--- src/rtl/trace_line_emitter_if.sv ---
// Character-in / byte-out stream bundle for the trace line emitter.
// master drives characters and accepts bytes; slave is the emitter.
interface trace_line_emitter_if;
    logic       in_val;
    logic       in_rdy;
    logic [7:0] in_char;
    logic       in_last;
    logic       cycle_inc;
    logic       out_val;
    logic       out_rdy;
    logic [7:0] out_char;
    logic       overflow;
    logic       busy;

    modport master (
        output in_val, in_char, in_last, cycle_inc, out_rdy,
        input  in_rdy, out_val, out_char, overflow, busy
    );

    modport slave (
        input  in_val, in_char, in_last, cycle_inc, out_rdy,
        output in_rdy, out_val, out_char, overflow, busy
    );
endinterface

--- src/rtl/trace_line_emitter.sv ---
// Buffers one trace line, then emits it as "%4d: <line>\n" bytes, where the
// number is an internal BCD cycle count advanced by cycle_inc pulses.
module trace_line_emitter #(
    parameter int unsigned NCHARS     = 64,
    parameter int unsigned CYC_DIGITS = 4
) (
    input logic                  clk,
    input logic                  reset,
    trace_line_emitter_if.slave  bus
);
    localparam int unsigned AW = $clog2(NCHARS);
    localparam int unsigned CW = AW + 1;
    localparam int unsigned VW = 4 * CYC_DIGITS;
    localparam int unsigned DW = $clog2(CYC_DIGITS + 2);

    typedef enum logic [1:0] {FILL, PREFIX, BODY, NL} state_t;

    state_t        state;
    logic          in_rdy_r;
    logic          out_val_r;
    logic [7:0]    out_char_r;
    logic          overflow_r;
    logic          busy_r;
    logic [VW-1:0] bcd;
    logic [VW-1:0] snap;
    logic [CW-1:0] count;
    logic [CW-1:0] rd;
    logic [DW-1:0] dig;
    logic [7:0]    line_buf [NCHARS];

    logic in_xfer;
    logic out_xfer;
    logic wr_en;

    assign in_xfer  = bus.in_val && in_rdy_r;
    assign out_xfer = out_val_r && bus.out_rdy;
    assign wr_en    = (state == FILL) && in_xfer && (bus.in_char != 8'h00)
                      && (count < CW'(NCHARS));

    assign bus.in_rdy   = in_rdy_r;
    assign bus.out_val  = out_val_r;
    assign bus.out_char = out_char_r;
    assign bus.overflow = overflow_r;
    assign bus.busy     = busy_r;

    function automatic logic [VW-1:0] bcd_inc(input logic [VW-1:0] v);
        logic [VW-1:0] r;
        logic          carry;
        r     = v;
        carry = 1'b1;
        for (int unsigned i = 0; i < CYC_DIGITS; i++) begin
            if (carry) begin
                if (v[4*i +: 4] == 4'd9) begin
                    r[4*i +: 4] = 4'd0;
                end else begin
                    r[4*i +: 4] = v[4*i +: 4] + 4'd1;
                    carry       = 1'b0;
                end
            end
        end
        return r;
    endfunction

    // Byte idx of the prefix: digits MSB first with leading zeros blanked
    // (last digit always shown), then ':' and a trailing space.
    function automatic logic [7:0] prefix_byte(input logic [VW-1:0] v,
                                               input logic [DW-1:0] idx);
        logic [7:0] b;
        logic       lead;
        logic [3:0] d;
        b    = 8'h20;
        lead = 1'b1;
        for (int unsigned i = 0; i < CYC_DIGITS; i++) begin
            d = v[4*(CYC_DIGITS-1-i) +: 4];
            if ((d != 4'd0) || (i == CYC_DIGITS - 1)) lead = 1'b0;
            if (DW'(i) == idx) b = lead ? 8'h20 : {4'h3, d};
        end
        if (idx == DW'(CYC_DIGITS)) b = 8'h3A;
        return b;
    endfunction

    always_ff @(posedge clk) begin
        if (wr_en) line_buf[count[AW-1:0]] <= bus.in_char;
    end

    always_ff @(posedge clk or posedge reset) begin
        if (reset) begin
            state      <= FILL;
            in_rdy_r   <= 1'b0;
            out_val_r  <= 1'b0;
            out_char_r <= 8'h00;
            overflow_r <= 1'b0;
            busy_r     <= 1'b0;
            bcd        <= '0;
            snap       <= '0;
            count      <= '0;
            rd         <= '0;
            dig        <= '0;
        end else begin
            if (bus.cycle_inc) bcd <= bcd_inc(bcd);

            case (state)
                FILL: begin
                    in_rdy_r <= 1'b1;
                    if (in_xfer) begin
                        if (bus.in_char != 8'h00) begin
                            if (count < CW'(NCHARS)) count <= count + 1'b1;
                            else                     overflow_r <= 1'b1;
                        end
                        // The first prefix byte is loaded here so out_val rises
                        // the very next cycle; it is formed from the pre-increment count.
                        if (bus.in_last) begin
                            snap       <= bcd;
                            in_rdy_r   <= 1'b0;
                            busy_r     <= 1'b1;
                            out_val_r  <= 1'b1;
                            out_char_r <= prefix_byte(bcd, '0);
                            dig        <= '0;
                            state      <= PREFIX;
                        end
                    end
                end

                PREFIX: begin
                    if (out_xfer) begin
                        if (dig == DW'(CYC_DIGITS + 1)) begin
                            if (count == '0) begin
                                out_char_r <= 8'h0A;
                                state      <= NL;
                            end else begin
                                out_char_r <= line_buf[0];
                                rd         <= CW'(1);
                                state      <= BODY;
                            end
                        end else begin
                            dig        <= dig + 1'b1;
                            out_char_r <= prefix_byte(snap, dig + 1'b1);
                        end
                    end
                end

                BODY: begin
                    if (out_xfer) begin
                        if (rd == count) begin
                            out_char_r <= 8'h0A;
                            state      <= NL;
                        end else begin
                            out_char_r <= line_buf[rd[AW-1:0]];
                            rd         <= rd + 1'b1;
                        end
                    end
                end

                NL: begin
                    if (out_xfer) begin
                        count     <= '0;
                        busy_r    <= 1'b0;
                        out_val_r <= 1'b0;
                        in_rdy_r  <= 1'b1;
                        state     <= FILL;
                    end
                end

                default: state <= FILL;
            endcase
        end
    end
endmodule

--- src/flat_wrapper.sv ---
// flat-port wrapper written by rule: the top's interface ports become plain ports
module trace_line_emitter_flat 
#(
    parameter int unsigned NCHARS     = 64,
    parameter int unsigned CYC_DIGITS = 4
)
  (clk, reset, bus_in_val, bus_in_char, bus_in_last, bus_cycle_inc, bus_out_rdy, bus_in_rdy, bus_out_val, bus_out_char, bus_overflow, bus_busy);
  trace_line_emitter_if bus_i ();
  input logic clk;
  input logic reset;
  input wire logic [$bits(bus_i.in_val)-1:0] bus_in_val;
  input wire logic [$bits(bus_i.in_char)-1:0] bus_in_char;
  input wire logic [$bits(bus_i.in_last)-1:0] bus_in_last;
  input wire logic [$bits(bus_i.cycle_inc)-1:0] bus_cycle_inc;
  input wire logic [$bits(bus_i.out_rdy)-1:0] bus_out_rdy;
  output wire logic [$bits(bus_i.in_rdy)-1:0] bus_in_rdy;
  output wire logic [$bits(bus_i.out_val)-1:0] bus_out_val;
  output wire logic [$bits(bus_i.out_char)-1:0] bus_out_char;
  output wire logic [$bits(bus_i.overflow)-1:0] bus_overflow;
  output wire logic [$bits(bus_i.busy)-1:0] bus_busy;
  assign bus_i.in_val = bus_in_val;
  assign bus_i.in_char = bus_in_char;
  assign bus_i.in_last = bus_in_last;
  assign bus_i.cycle_inc = bus_cycle_inc;
  assign bus_i.out_rdy = bus_out_rdy;
  assign bus_in_rdy = bus_i.in_rdy;
  assign bus_out_val = bus_i.out_val;
  assign bus_out_char = bus_i.out_char;
  assign bus_overflow = bus_i.overflow;
  assign bus_busy = bus_i.busy;
  trace_line_emitter #(.NCHARS(NCHARS), .CYC_DIGITS(CYC_DIGITS)) u_core (.clk(clk), .reset(reset), .bus(bus_i));
endmodule
--- config.mk ---
export PLATFORM = sky130hd
export DESIGN_NAME = trace_line_emitter_flat
export DESIGN_NICKNAME = d
export VERILOG_FILES = /design/src/rtl/trace_line_emitter_if.sv /design/src/rtl/trace_line_emitter.sv /design/src/flat_wrapper.sv
export SDC_FILE = /design/constraint.sdc
export NUM_CORES = 1
export LEC_CHECK = 0
export ABC_CLOCK_PERIOD_IN_PS = 5900
export BUFFER_PORTS_ARGS = -buffer_cell sky130_fd_sc_hd__buf_2
export CORE_ASPECT_RATIO = 1.75
export CORE_MARGIN = 2
export CORE_UTILIZATION = 28
export CTS_BUF_LIST = sky130_fd_sc_hd__clkbuf_2
export DETAILED_ROUTE_END_ITERATION = 10
export GPL_TIMING_DRIVEN = 0
export PLACE_DENSITY_LB_ADDON = 0.25
export SYNTH_ARGS = -nofsm -noshare
export SYNTH_HDL_FRONTEND = slang
export SYNTH_SLANG_ARGS = --single-unit
--- constraint.sdc ---
create_clock -name clk -period 5.9 [get_ports clk]
set_input_delay 0.295 -clock clk [delete_from_list [all_inputs] [get_ports clk]]
set_output_delay 0.295 -clock clk [all_outputs]
set_load 0.05 [all_outputs]
# After elaboration in Yosys (flattened, before gate mapping)
# Memory sizes are Yosys's and may differ from the RTL's.
# Cells that the tools add are included.
# classes
bitwise_logic	1
addsub	7
n_reduce_logical	29
order_cmp	1
n_eq_ne	25
mux	84
# ops
operator	n
$mux 8	12
$mux 7	9
$mux 1	36
$pmux 7 s2	2
$mux 5	5
$pmux 8 s3	1
$add 4x1->4 const B	4
$eq 4x4->1 const B	4
$mux 4	4
$reduce_bool 4->1	4
$reduce_and 5->1	3
$add 7x1->7 const B	2
$mux 2	7
$mux 3	4
$ne 2x1->1 const B	6
$ne 2x2->1 const B	6
$pmux 2 s4	1
$reduce_and 2->1	4
$reduce_and 4->1	2
$reduce_bool 8->1	1
$eq 7x7->1	1
$logic_not 7->1	1
$lt 7x7->1 const B	1
$reduce_and 7->1	1
16 further kinds	26
# word_totals
ramBits	512
output_inout_bits	12
elab_cells	161
register_bits	62
inputBits	14
mem_count	1
# memory_table
name	depth	width	read_ports	rd_ports_with_merged_regs	wr	line	rtl
u_core.line_buf	64	8	2	0	1	trace_line_emitter.sv:29	logic [7:0] line_buf [NCHARS];

# Logic depth before layout (Yosys ltp)
# Gate-level depths: netlist of the first run.
# logic_depth
ltp_word	20
ltp_mapped	11

# Worst setup path after synthesis of the first run
# Ideal clock, no wire load.
# synth_path
path_type	register to register
from	reg u_core.state[0]
to	mem u_core.line_buf[59][0] (enable)
t_arrival_ns	2.183
setup_ns	0.371
setup_slack_ns	3.346
path_stages_with_launch	9
required_ns	5.529
path_cell_list	dfrtp_1 -> inv_1 -> ha_1 -> clkbuf_1 -> nand3_1 -> a21oi_1 -> nor3b_1 -> nand3_1 -> nor2_1
# synth_between
elab_chain_cells	6
# synth_rtl
element	line	rtl
from (decl)	trace_line_emitter.sv:18	state_t state;
from (signal assigned)	trace_line_emitter.sv:88	state <= FILL;
from (signal assigned)	trace_line_emitter.sv:119	state <= PREFIX;
from (signal assigned)	trace_line_emitter.sv:129	state <= NL;
$logic_not 2->1	trace_line_emitter.sv:37	assign wr_en = (state == FILL) && in_xfer && (bus.in_char != 8'h00)
$logic_and 1x1->1 (2 in series)	trace_line_emitter.sv:37	
$logic_and 1x1->1	trace_line_emitter.sv:38	&& (count < CW'(NCHARS));
$mux 1	trace_line_emitter.sv:83	if (wr_en) line_buf[count[AW-1:0]] <= bus.in_char;
$mux 1 (not written as such)	trace_line_emitter.sv:83	
to (decl)	trace_line_emitter.sv:29	
# Every way passes these cells.

# Worst setup path in the final report of the first run
# layout_path
from	reg u_core.state[1]
to	mem u_core.line_buf[36][6] (enable)
# Same word-level chain as after synthesis.

==> out/metrics.cfg, run 1 <==
[outcome]
status = complete, no violations

[routing]
drc = 0
drtIter0Drc = 926
wire_per_inst_um = 26.7
dr.pass1.iters = 5
postRouteAntennaNets = 0
vias_per_cell = 5.00
routed_wirelength_mm = 69.6
vias = 13000

[worst_hold_path]
hold_class = input pin to asynchronous set/reset pin

[clock_network]
cts_max_level = 3
cts_hold_buf = 22
cts-root-buf = clkbuf_2
clkLatencyLatePin_ns = 1.31
post_cts_buffers = 0
path_clk_slew_ns = 0.13
cts_resized = 0
cts_tree = built
clk_path_buf_depth = 3
cts_sinks = 574
numCtsBuffers = 121

[global_route]
overflow = 0
gr-usage-all-layers_pct = 16.4
grt_pass1_vias = 13800
grt_antenna_before_repair = 2
grt_pass1_wl_mm = 98.6
grt_max_degree = 66

[floorplanning]
core_um2 = 82900
die_h_um = 386
die_area_um2 = 85700
rows = 140
die_w_um = 222
io_pins = 26
floorplan.initialDensity_pct = 28.1

[setup_path]
cpMostUsedCell = nand3_1
cp.required_ns = 6.73
r2r_cells = 8
worst-endpoint-arrival_ns = 5.13
cp_max_fo = 10
crit_family = simple AND/OR/NAND/NOR gates
r2r-start = u_core.state[1]
crit_slowest_cell = nor2_1
cp-start-kind = flop
cp_num_buf_inv = 2
cpPeakStageDelay_ns = 1.02
startpoint = u_core.state[1]
critPathKind = flop to flop
timing.rr.end = u_core.line_buf[36][6]
cp_cell_sequence = inv_1 -> ha_1 -> clkbuf_1 -> nand3_1 -> a21oi_1 -> nor2b_1 -> nand3_1 -> nor2_1
endpoint_kind = flop
reg2reg_slack_ns = 1.60

[yosys]
synth_area_leaders = edfxtp_1 (66%), mux4_2 (13%), dfrtp_1 (6.7%)
ys_warn_count = 0
synth-edff-count = 512
synth_area_um2 = 23300
synth_seq_cells = 574
synth_top_cell_area_share_pct = 65.9
synth_area_per_cell_um2 = 18.3
synth_nets = 1303
synthCells = 1276
synth-seq-area-share_pct = 72.6
synth_most_common_cell = edfxtp_1
synthTopCellsByCount = edfxtp_1 (512), mux4_2 (132), nor2_1 (94), dfrtp_1 (62), nand2_1 (57)
yosys_most_used_dff = edfxtp_1
yosysTopAreaCell = edfxtp_1
synthArstFlopShare_pct = 10.8
synth.distinct_cells = 65

[timing]
tns_ns = 0
finalCritPeriodShare_pct = 72.9
setup-violations-final = 0
hold_viol = 0
tightest_slew_ns = 1.44
maxSlewHeadroom_pct = 4.33
drv_slew = 0
rsz0062_at_grt = false
min_period_ns = 4.30
clock.fmax_mhz = 232
skew_ns = 0.122

[finish]
fill_cells = 8079
register_area_um2 = 16900
multi_input_area_um2 = 5970
layout-drive-gt1-share_pct = 26.6
syn2layout_area_growth_pct = 12.4
fin_nets = 1476
utilization_pct = 31.6

[place]
place.gp.congestion = 0.898
dp_hpwl_mm = 46.0
port_buffers = 25

[power_and_ir_drop]
power_density_nw_per_um2 = 411
leakage_nw = 8.64
vdd_drop_max_mv = 0.252

[run]
drv_cap = 0

-- sequential cells by signal, indices dropped and copies added (netlist names) --
name / cells
u_core.bus.overflow: 1
u_core.state: 2
u_core.bus.in_rdy: 1
u_core.bcd: 16
u_core.dig: 3
u_core.snap: 16
u_core.bus.out_val: 1
u_core.count: 7
u_core.line_buf: 512
u_core.rd: 7
u_core.bus.out_char: 8
-- per-layer routing --
| layer | GRT usage [%] | vias up | share of wire, % |
|---|---|---|---|
| met5 | 0 | - | 0.019 |
| met4 | 8.32 | 2 | 4.6 |
| met3 | 3.02 | 145 | 4.9 |
| met2 | 31.9 | 447 | 56 |
| met1 | 16.5 | 6872 | 34 |
| li1 | - | 5560 | - |
-- logic make-up after synthesis --
kind of cell	synth area share, %
AOI/OAI and AO/OA	4.60
xor gates and xnor gates	0.789
adders and majority gates	0.698
buffers and inverters	1.78
DFF	72.6
muxes	14.3
and+or+nand+nor	5.19
-- through the flow --
stage	cell area [um^2]	hold WS [ns]	total power [mW]	setup slack, ns	cells
global placement	24800	0.476	8.26	1.63	2366
CTS	26200	0.0306	10.9	1.67	2599
global route	26200	0.112	11.2	1.56	2602
finish	26200	0.141	10.8	1.60	2604
detailed placement	24800	0.364	8.29	1.56	2367
floorplan	23300	0.382	6.90	3.35	1276
-- report_power, final --
group          total, mW  internal, mW  switching, mW
combinational       3.51          1.31           2.19
clock               2.58          1.00           1.58
sequential          4.68          4.56          0.127
total               10.8          6.88           3.89
-- worst register-to-register path, stage by stage (launching register included) --
cell      delay [ns]
dfrtp_1         0.44
inv_1           0.13
ha_1            0.16
clkbuf_1        0.43
nand3_1         0.22
a21oi_1         0.24
nor2b_1         0.43
nand3_1         0.75
nor2_1          1.02
-- final cells by class --
type	instances	share of cell area, %
Tap cell	1065	5.08
Timing Repair Buffer	50	1.51
Buffer	67	1.31
Clock inverter	27	0.926
Multi-Input combinational cell	616	22.8
Sequential cell	574	64.6
Antenna cell	3	0.0286
Inverter	19	0.272
Clock buffer	183	3.49
-- worst max path at each step --
stage	end	slack, ns	depth (start not counted)
floorplan	u_core.line_buf[59][0]	3.35	8
global placement	u_core.line_buf[22][7]	1.63	6
detailed placement	u_core.line_buf[21][0]	1.56	6
CTS	u_core.line_buf[36][6]	1.67	8
global route	u_core.line_buf[36][1]	1.56	8
finish	u_core.line_buf[36][6]	1.60	8
-- layout by cell type (no fill, tap or decap), types with 4 or more instances in the layout --
cell	count
buf_6	8
a21o_1	5
o211ai_1	6
mux2_2	16
clkinv_1	11
nand4_1	6
dfrtp_1	62
a221oi_1	7
a22o_1	6
xor2_1	9
and2_1	4
a22oi_1	38
a31oi_1	4
nand2b_1	6
bufinv_16	4
a21oi_1	28
mux2i_1	19
nor2b_1	17
ha_1	13
mux4_2	132
nor3b_1	5
inv_1	17
nand2_1	57
o21ai_0	38
nand3_1	24
clkinv_2	8
xnor2_1	12
clkbuf_2	183
edfxtp_1	512
nand3b_1	5
nor4_1	11
nor2_1	94
buf_4	5
buf_2	36
buf_1	16
dlygate4sd3_1	23
nor3_1	11
clkbuf_1	27
(Power assumes the default switching activity.)
==> run 2: changes to the inputs <==
--- a/config.mk
+++ b/config.mk
@@ -5,7 +5,8 @@
 export SDC_FILE = /design/constraint.sdc
 export NUM_CORES = 1
 export LEC_CHECK = 0
-export ABC_CLOCK_PERIOD_IN_PS = 5900
+export ABC_AREA = 1
+export ABC_CLOCK_PERIOD_IN_PS = 4350
 export BUFFER_PORTS_ARGS = -buffer_cell sky130_fd_sc_hd__buf_2
 export CORE_ASPECT_RATIO = 1.75
 export CORE_MARGIN = 2
==> constraint.sdc (replaced) <==
create_clock -name clk -period 4.35 [get_ports clk]
set_input_delay 0.2175 -clock clk [delete_from_list [all_inputs] [get_ports clk]]
set_output_delay 0.2175 -clock clk [all_outputs]
set_load 0.05 [all_outputs]
==> run 2 against run 1 <==
  * Via count is 40% higher
  * Count of clock-buffer cells in the layout is 3 lower
  * Non-clock buffer count is 56 higher
  * Critical path type unchanged
  * Largest cell class unchanged
  * Largest power group unchanged
==> out/metrics.cfg, run 2 <==
[place]
port_buffers = 25
place.gp.congestion = 0.935
dp_hpwl_mm = 59.7
place_area_um2 = 26800
pre_cts_ws_ns = 0.399

[yosys]
synth_most_common_cell = nand2_1
yosys_most_used_dff = edfxtp_1
synth_seq_cells = 574
synthTopCellsByCount = nand2_1 (824), edfxtp_1 (512), nand3_1 (416), inv_1 (208), nor2_1 (131)
synthArstFlopShare_pct = 10.8
synth_top_cell_area_share_pct = 61.2
synth_area_leaders = edfxtp_1 (61%), nand2_1 (12%), nand3_1 (8.3%)
synth-edff-count = 512
synth-seq-area-share_pct = 67.4
synth_area_per_cell_um2 = 10.3
synth.distinct_cells = 40
synthCells = 2428
synth_area_um2 = 25100
synth_nets = 2455
yosysTopAreaCell = edfxtp_1
ys_warn_count = 0

[floorplanning]
rows = 145
die_w_um = 230
core_um2 = 89100
io_pins = 26
die_h_um = 400
floorplan.initialDensity_pct = 28.2
die_area_um2 = 92200

[global_route]
grt_pass1_vias = 18800
grt_antenna_before_repair = 1
gr-usage-all-layers_pct = 18.6
grt_pass1_wl_mm = 124
grt_max_degree = 66
overflow = 0

[power_and_ir_drop]
power_density_nw_per_um2 = 347
leakage_nw = 11.4
vdd_drop_max_mv = 0.167

[timing]
setup-violations-final = 0
timing.final.ws_setup_ns = 0.788
tightest_slew_ns = 1.22
hold_viol = 0
clock.fmax_mhz = 281
finalCritPeriodShare_pct = 81.9
tns_ns = 0
rsz0062_at_grt = false
min_period_ns = 3.56
maxSlewHeadroom_pct = 18.8
drv_slew = 0
skew_ns = 0.0713

[routing]
drc = 0
wire_per_inst_um = 22.1
postRouteAntennaNets = 0
vias = 18200
dr.pass1.iters = 5
drtIter0Drc = 1165
routed_wirelength_mm = 85.9
vias_per_cell = 4.68

[run]
drv_cap = 0

[finish]
fin_nets = 2643
utilization_pct = 31.8
layout_commonest_cell = nand2_1
layout-drive-gt1-share_pct = 12.6
largest_register_ffs = 512
syn2layout_area_growth_pct = 12.6
final_cell_area_um2 = 28300
most-common-layout-cells = nand2_1 (824), edfxtp_1 (512), nand3_1 (416), inv_1 (207), clkbuf_2 (180)

[clock_network]
cts_resized = 0
numCtsBuffers = 130
clk_path_buf_depth = 3
path_clk_slew_ns = 0.11
cts_sinks = 574
cts_tree = built
post_cts_buffers = 0
cts_max_level = 4
cts-root-buf = clkbuf_2
clkLatencyLatePin_ns = 1.25

[worst_hold_path]
hold_class = input pin to flop

[setup_path]
cp-start-kind = flop
crit_slowest_cell = nor2_1
cp_max_fo = 8
critPathKind = flop to flop
cp_cell_sequence = inv_1 -> ha_1 -> inv_1 -> nor2_1 -> nand4_1 -> nor2_1
cp.required_ns = 5.16
worst-endpoint-arrival_ns = 4.37
cpPeakStageDelay_ns = 1.02
endpoint_kind = flop

[outcome]
status = complete, no violations

==> run 2: changes by cell type after synthesis, moves of 12 or more <==
| cell | before | now |
|---|---|---|
| o21ai_0 | 38 | 50 |
| nand2_1 | 57 | 824 |
| nor2b_1 | 17 | 0 |
| inv_1 | 18 | 208 |
| a22oi_1 | 38 | 0 |
| nand3_1 | 24 | 416 |
| nor2_1 | 94 | 131 |
| mux2i_1 | 19 | 0 |
| mux2_2 | 16 | 0 |
| buf_4 | 5 | 19 |
| mux4_2 | 132 | 0 |
| buf_2 | 11 | 59 |
==> run 2: routing by layer <==
layer,vias to the layer above,part of all wire (%),wire length [um],track usage (%)
met5,-,0,0,0
met4,0,7.6,6550,13.4
met1,8814,34,28800,17.9
met2,556,55,47100,35.5
li1,8566,-,-,-
met3,242,3.9,3330,2.88
==> run 2: critical path, delay by kind of cell (launching register included) <==
family | cells | cell delay, ns
AND/OR/NAND/NOR | 3 | 2.13
adder cells (fa/ha/maj) | 1 | 0.34
buffers and inverters | 2 | 0.28
flip-flops | 1 | 0.44
==> run 2: path summary, 6_finish.rpt <==
kind                                         from                      to  slack [ns]  cells after the start
max in group asynchronous                   reset            u_core.rd[1]        3.42                      5
hold reg to reg            u_core.bus.out_char[6]  u_core.bus.out_char[6]        0.49                      2
hold / removal                     bus_in_char[2]  u_core.line_buf[29][2]        0.17                      2
setup reg to reg                  u_core.state[0]   u_core.line_buf[9][7]        0.79                      6
setup / recovery                  u_core.state[0]   u_core.line_buf[9][7]        0.79                      6
min in group asynchronous                   reset           u_core.bcd[4]        0.20                      4
==> run 2: where the power goes <==
part | switching [mW] | internal (mW)
Clock | 2.19 | 1.30
Sequential | 0.0359 | 6.03
Combinational | 0.191 | 0.0627
==> run 2: per-stage QoR <==
stage / power, mW / hold WS [ns] / std cells
6_report: 9.81 / 0.172 / 3885
5_1_grt: 10.2 / 0.123 / 3885
4_1_cts: 9.92 / 0.0776 / 3884
3_5_place_dp: 6.43 / 0.398 / 3633
3_3_place_gp: 6.40 / 0.465 / 3629
2_1_floorplan: 6.28 / 0.316 / 2428
==> run 2: cells by family (layout without fill, tap and decap cells) <==
logic type | Yosys count | in the layout | share of synthesized area (%)
AO/OA/AOI/OAI | 91 | 91 | 1.92
XOR/XNOR | 13 | 13 | 0.483
adder cells (fa/ha/maj) | 13 | 13 | 0.647
buffers and inverters | 334 | 614 | 6.00
flip-flops | 574 | 574 | 67.4
other | 0 | 1 | 0
AND/OR/NAND/NOR | 1403 | 1403 | 23.6
==> run 2: what timing repair did <==
item | in CTS | in global routing
hold buffers | 27 | 0
endpoints found under the hold margin | 636 | 0
endpoints found under the setup margin | 0 | 0
==> run 2: final cells by class <==
cell class	count	area [um^2]
Fill cell	9124	60800
Sequential cell	574	16900
Multi-Input combinational cell	1520	6690
Tap cell	1176	1470
Clock buffer	180	901
Inverter	217	818
Buffer	117	689
Timing Repair Buffer	56	526
Clock inverter	44	263
Antenna cell	1	2.50
